$ cat config.mk
export PLATFORM = sky130hd
export DESIGN_NAME = sync_packet_receiver
export DESIGN_NICKNAME = d
export VERILOG_FILES = /design/src/rtl/sync_packet_receiver_pkg.sv /design/src/rtl/sync_field_check.sv /design/src/rtl/sync_packet_receiver.sv
export SDC_FILE = /design/constraint.sdc
export NUM_CORES = 1
export LEC_CHECK = 0
export CAP_MARGIN = 10
export CELL_PAD_IN_SITES_DETAIL_PLACEMENT = 1
export CELL_PAD_IN_SITES_GLOBAL_PLACEMENT = 2
export CORE_AREA = 2 2 135 137
export CTS_CLUSTER_DIAMETER = 60
export DETAILED_ROUTE_END_ITERATION = 7
export DIE_AREA = 0 0 137 139
export DONT_BUFFER_PORTS = 1
export PLACE_DENSITY = 0.83
export SLEW_MARGIN = 20
export SYNTH_ARGS = -nofsm -noshare
export SYNTH_HDL_FRONTEND = slang
export SYNTH_SLANG_ARGS = --single-unit
export TNS_END_PERCENT = 50
$ cat constraint.sdc
create_clock -name clk -period 7 [get_ports clk]
set_input_delay 0.7 -clock clk [delete_from_list [all_inputs] [get_ports clk]]
set_output_delay 0.7 -clock clk [all_outputs]
set_load 0.02 [all_outputs]
$ cat src/rtl/sync_packet_receiver_pkg.sv
// Shared constants, state encoding and BCD helper for the clock-sync link.
package sync_packet_receiver_pkg;

    localparam logic [7:0] SYNC_HEADER_DEFAULT = 8'hA5;
    localparam int unsigned SYNC_PAYLOAD_BYTES = 7;

    typedef enum logic [1:0] {
        ST_IDLE    = 2'd0,
        ST_PAYLOAD = 2'd1,
        ST_CHECK   = 2'd2
    } rx_state_t;

    // True when both nibbles are decimal digits and the two-digit value lies in [lo, hi].
    function automatic logic bcd_in_range(input logic [7:0] b, input int unsigned lo,
                                          input int unsigned hi);
        int unsigned val;
        val = 32'(b[7:4]) * 10 + 32'(b[3:0]);
        return (b[7:4] <= 4'd9) && (b[3:0] <= 4'd9) && (val >= lo) && (val <= hi);
    endfunction

endpackage

$ cat src/rtl/sync_field_check.sv
// Combinational plausibility check of a 56-bit time/date payload.
module sync_field_check
    import sync_packet_receiver_pkg::*;
(
    input  logic [55:0] payload,
    output logic        valid
);

    logic yr_ok, mon_ok, day_ok, hr_ok, min_ok, sec_ok, wk_ok;

    // Month-vs-day consistency is deliberately left to the date counter.
    always_comb begin
        yr_ok  = bcd_in_range(payload[7:0],   0, 99);
        mon_ok = bcd_in_range(payload[15:8],  1, 12);
        day_ok = bcd_in_range(payload[23:16], 1, 31);
        hr_ok  = bcd_in_range(payload[31:24], 0, 23);
        min_ok = bcd_in_range(payload[39:32], 0, 59);
        sec_ok = bcd_in_range(payload[47:40], 0, 59);
        wk_ok  = (payload[51:48] <= 4'd6) && (payload[55:52] == 4'd0);
        valid  = yr_ok && mon_ok && day_ok && hr_ok && min_ok && sec_ok && wk_ok;
    end

endmodule

$ cat src/rtl/sync_packet_receiver.sv
// Parses HDR,P0..P6,CHK frames from the UART byte stream into sync_buffer with a sync strobe.
module sync_packet_receiver
    import sync_packet_receiver_pkg::*;
#(
    parameter logic [7:0]  SYNC_HEADER  = SYNC_HEADER_DEFAULT,
    parameter int unsigned TIMEOUT_CLKS = 2_000_000
) (
    input  logic        clk,
    input  logic        reset,
    input  logic [7:0]  rx_data,
    input  logic        rx_valid,
    output logic [51:0] sync_buffer,
    output logic        sync,
    output logic        frame_err,
    output logic        busy
);

    localparam int unsigned     TIMER_W    = $clog2(TIMEOUT_CLKS);
    localparam logic [TIMER_W-1:0] TIMER_LAST = TIMER_W'(TIMEOUT_CLKS - 1);
    localparam logic [2:0]      LAST_BYTE  = 3'(SYNC_PAYLOAD_BYTES - 1);

    rx_state_t          state;
    logic [2:0]         byte_cnt;
    logic [TIMER_W-1:0] timer;
    logic [55:0]        shadow;
    logic [7:0]         xor_acc;
    logic               fields_ok;

    sync_field_check u_field_check (
        .payload (shadow),
        .valid   (fields_ok)
    );

    // Payload datapath: only meaningful while a frame is open, so it carries no reset.
    always_ff @(posedge clk) begin
        if (state == ST_IDLE) begin
            xor_acc <= 8'h00;
        end else if (state == ST_PAYLOAD && rx_valid) begin
            shadow[{byte_cnt, 3'b000} +: 8] <= rx_data;
            xor_acc <= xor_acc ^ rx_data;
        end
    end

    always_ff @(posedge clk or posedge reset) begin
        if (reset) begin
            state       <= ST_IDLE;
            byte_cnt    <= 3'd0;
            timer       <= '0;
            sync_buffer <= 52'd0;
            sync        <= 1'b0;
            frame_err   <= 1'b0;
            busy        <= 1'b0;
        end else begin
            sync      <= 1'b0;
            frame_err <= 1'b0;
            case (state)
                ST_IDLE: begin
                    if (rx_valid && rx_data == SYNC_HEADER) begin
                        state    <= ST_PAYLOAD;
                        byte_cnt <= 3'd0;
                        timer    <= '0;
                        busy     <= 1'b1;
                    end
                end
                ST_PAYLOAD, ST_CHECK: begin
                    // A byte landing on the expiry cycle wins over the timeout.
                    if (rx_valid) begin
                        timer <= '0;
                        if (state == ST_PAYLOAD) begin
                            byte_cnt <= byte_cnt + 3'd1;
                            if (byte_cnt == LAST_BYTE) begin
                                state <= ST_CHECK;
                            end
                        end else begin
                            if (rx_data == xor_acc && fields_ok) begin
                                sync_buffer <= shadow[51:0];
                                sync        <= 1'b1;
                            end else begin
                                frame_err <= 1'b1;
                            end
                            state <= ST_IDLE;
                            busy  <= 1'b0;
                        end
                    end else if (timer == TIMER_LAST) begin
                        state     <= ST_IDLE;
                        busy      <= 1'b0;
                        frame_err <= 1'b1;
                        timer     <= '0;
                    end else begin
                        timer <= timer + 1'b1;
                    end
                end
                default: begin
                    state <= ST_IDLE;
                    busy  <= 1'b0;
                end
            endcase
        end
    end

endmodule
==> metrics.cfg <==
[timing]
post-route-period-util = 0.618
finalMaxSlewViolations = 0
setup_tns_ns = 0
max_freq_mhz = 231
setup_ws_ns = 2.68
slew_headroom = 0.358
setup_violations = 0
finalHoldViolations = 0
period_needed_ns = 4.32
fin_skew_ns = 0.00799
rsz0062_at_grt = false
tightestPinTransition_ns = 0.950

[route]
vias = 5403
ant_nets = 0
wl_microns = 20400
drt_iter0_drc = 280
drcViolationCount = 0
drt_pass1_iterations = 4
via_per_inst = 5.66
wire_per_inst_microns = 21.3

[clock_network]
root_buffer = clkbuf_16
cts_post_setup_buffers_inserted = 0
cts_resized = 0
clk_pin_slew_worst_paths_ns = 0.06
ctsHoldBuffers = 0
cts_buffers = 17
ctsLongestPathBuffers = 2
cts_tree = yes
cts_sinks = 145
htree_levels = 4
clkLatencyLatePin_ns = 0.43

[worst_setup_path]
r2r_slack_ns = 2.68
reg2regPathDepth = 12
cp-start-kind = flop
rr_endpoint = sync_buffer[37]
cpPeakStageDelay_ns = 0.62
cpMostUsedCell = ha_1
crit_path_cell_trace = ha_1, ha_1, inv_1, fa_1, a21o_1, a2111oi_0, maj3_1, o21ai_0, and2_1, nand4_4, buf_4, mux2_2
timing.rr.start = shadow[37]
worstSetupPathType = flop to flop
cp_top_family = adder cells
critical_path_peak_fanout = 38
cp.arrival_ns = 4.63
slowest_stage = buf_4
cp_data_required_time_ns = 7.31
critPathCaptureType = flop
cp_num_buf_inv = 2

[place]
dp_hpwl_microns = 14800
port_buffers = 0
routabilityCongestion = 0.829
preCtsSetupSlack_ns = 2.74

[synth]
synth-seq-area-share = 0.473
synth_cell_type_count = 73
synth_flop_cell = dfrtp_1
syn_area_sq_um = 8170
syn_inst = 713
syn_nets = 787
ys_warn_count = 0
ys_ff_latch = 145
ys_async_sr_fraction = 0.559
synth-edff-count = 56
avgSynthCellArea_sq_um = 11.5

[die]
initial_core_util = 0.463
die_h_microns = 139
io_pins = 66
num_rows = 49
dieArea_sq_um = 19000
placeableCoreArea_sq_um = 17700
die_w_microns = 137

[global_route]
antenna_found_initial = 0
grt.total_usage = 0.227
grt_max_degree = 82
grt_pass1_wl_microns = 32800
grt_pass1_vias = 5915
grt.overflow.total = 0

[cells_and_area]
diodes = 0
syn_to_final_growth_pct = 9.43
drive_above_1_share = 0.132
finalNetCount = 787

[power_and_ir_drop]
power.switching_uw = 696
p_leak_uw = 0.00397
p_int_uw = 1650
peakVddDrop_uv = 202
swShare = 0.297
comb_power_share = 0.199
p_seq_frac = 0.422
p_per_area_nw_per_um2 = 262
clockPowerShare = 0.379

[run]
drv_cap = 0

[min_path]
hp-class = input pin to asynchronous set/reset pin

[run_status]
outcome = completed

-- cells by family (layout without fill, tap and decap cells) --
family | after synthesis | after routing | synth area share
AND/OR/NAND/NOR | 250 | 250 | 0.169
multiplexers | 55 | 55 | 0.0981
XOR/XNOR | 31 | 31 | 0.0332
buffers and inverters | 66 | 79 | 0.0361
AO/OA/AOI/OAI | 102 | 102 | 0.0818
flip-flops | 145 | 145 | 0.473
adder cells (fa/ha/maj) | 64 | 64 | 0.109
-- through the flow --
| stage | std cells | power (uW) | hold WS, ns | area [sq um] | utilization |
|---|---|---|---|---|---|
| after floorplan | 713 | 1330 | 0.456 | 8170 | - |
| after global placement | 923 | 1430 | 0.475 | 8360 | 0.473 |
| after detailed placement | 923 | 1460 | 0.471 | 8360 | 0.473 |
| after CTS | 955 | 2350 | 0.455 | 8930 | 0.506 |
| after global routing | 955 | 2460 | 0.427 | 8940 | 0.506 |
| final | 955 | 2340 | 0.360 | 8940 | 0.506 |
-- cell type report --
cell class	instances	area (sq um)
sequential	145	3870
multi-input combinational	502	4020
clock buffer	27	514
tap	229	287
clock inverter	5	52.6
timing repair buffer	4	33.8
fill	1888	8710
inverter	43	163
-- worst reg2reg max path, cell delays in order (launching register included) --
cell and delay, ns:
edfxtp_1 0.45, ha_1 0.33, ha_1 0.21, inv_1 0.07, fa_1 0.48, a21o_1 0.18, a2111oi_0 0.43, maj3_1 0.26
o21ai_0 0.15, and2_1 0.26, nand4_4 0.30, buf_4 0.62, mux2_2 0.46
-- state kept, by name, indices dropped and copies added, names as in the netlist --
name         flops
shadow          56
sync_buffer     52
timer           21
xor_acc          8
byte_cnt         3
state            2
busy             1
frame_err        1
sync             1
-- power by group through the flow --
stage | clock network, uW | registers [uW] | logic [uW]
floorplan | 0 | 986 | 348
global placement | 0 | 1000 | 428
detailed placement | 0 | 1000 | 455
CTS | 897 | 989 | 463
global route | 942 | 994 | 520
finish | 888 | 989 | 467
-- worst max path at each step --
stage                from              end  slack [ns]  cells past startpoint
3_5_place_dp   shadow[39]  sync_buffer[37]        2.74                     12
4_1_cts        shadow[39]  sync_buffer[37]        2.63                     12
3_3_place_gp   shadow[37]  sync_buffer[37]        2.86                     12
6_report       shadow[37]  sync_buffer[37]        2.68                     12
2_1_floorplan   shadow[5]   sync_buffer[0]        3.76                     12
5_1_grt        shadow[39]  sync_buffer[37]        2.40                     12
-- metal layers --
metal	vias up	global-route usage	wire length, microns
met5	-	0	0
met4	0	0.0868	478
met3	33	0.0424	746
met2	85	0.391	10500
met1	2754	0.280	8640
li1	2531	-	-
-- synthesized netlist by cell type (all sizes together), types with 5 or more instances --
library cell | count | area [sq um]
a21oi | 17 | 85.1
a31oi | 5 | 31.3
and2 | 58 | 363
and3 | 9 | 56.3
buf | 11 | 88.8
clkbuf | 12 | 45.0
dfrtp | 81 | 2030
dfxtp | 8 | 160
edfxtp | 56 | 1680
fa | 12 | 240
ha | 51 | 638
inv | 43 | 161
mux2 | 54 | 792
nand2 | 46 | 173
nand2b | 7 | 43.8
nand3 | 17 | 85.1
nand4 | 10 | 77.6
nor2 | 44 | 165
nor2b | 13 | 88.8
nor3 | 11 | 55.1
nor3b | 5 | 37.5
nor4 | 8 | 50.1
o21ai | 39 | 195
xnor2 | 12 | 105
xor2 | 19 | 166
-- placed cells by master (no fill, tap or decap), types with 4 or more instances in the layout --
master	netlist	final
a21oi_1	17	17
a22oi_1	4	4
a31oi_1	5	5
and2_1	58	58
and3_1	9	9
clkbuf_1	12	6
clkbuf_16	0	18
clkinv_2	0	4
dfrtp_1	81	81
dfxtp_1	8	8
edfxtp_1	56	56
fa_1	12	12
ha_1	51	51
inv_1	43	42
mux2_2	5	5
mux2_4	49	49
nand2_1	46	46
nand2b_1	7	7
nand3_1	17	17
nand4_1	9	9
nor2_1	44	44
nor2b_1	12	12
nor3_1	11	9
nor3b_1	5	5
nor4_1	8	7
o21ai_0	38	38
or3_1	4	4
xnor2_1	12	12
xor2_1	19	19
No activity file was read; power rests on OpenSTA's default activity.
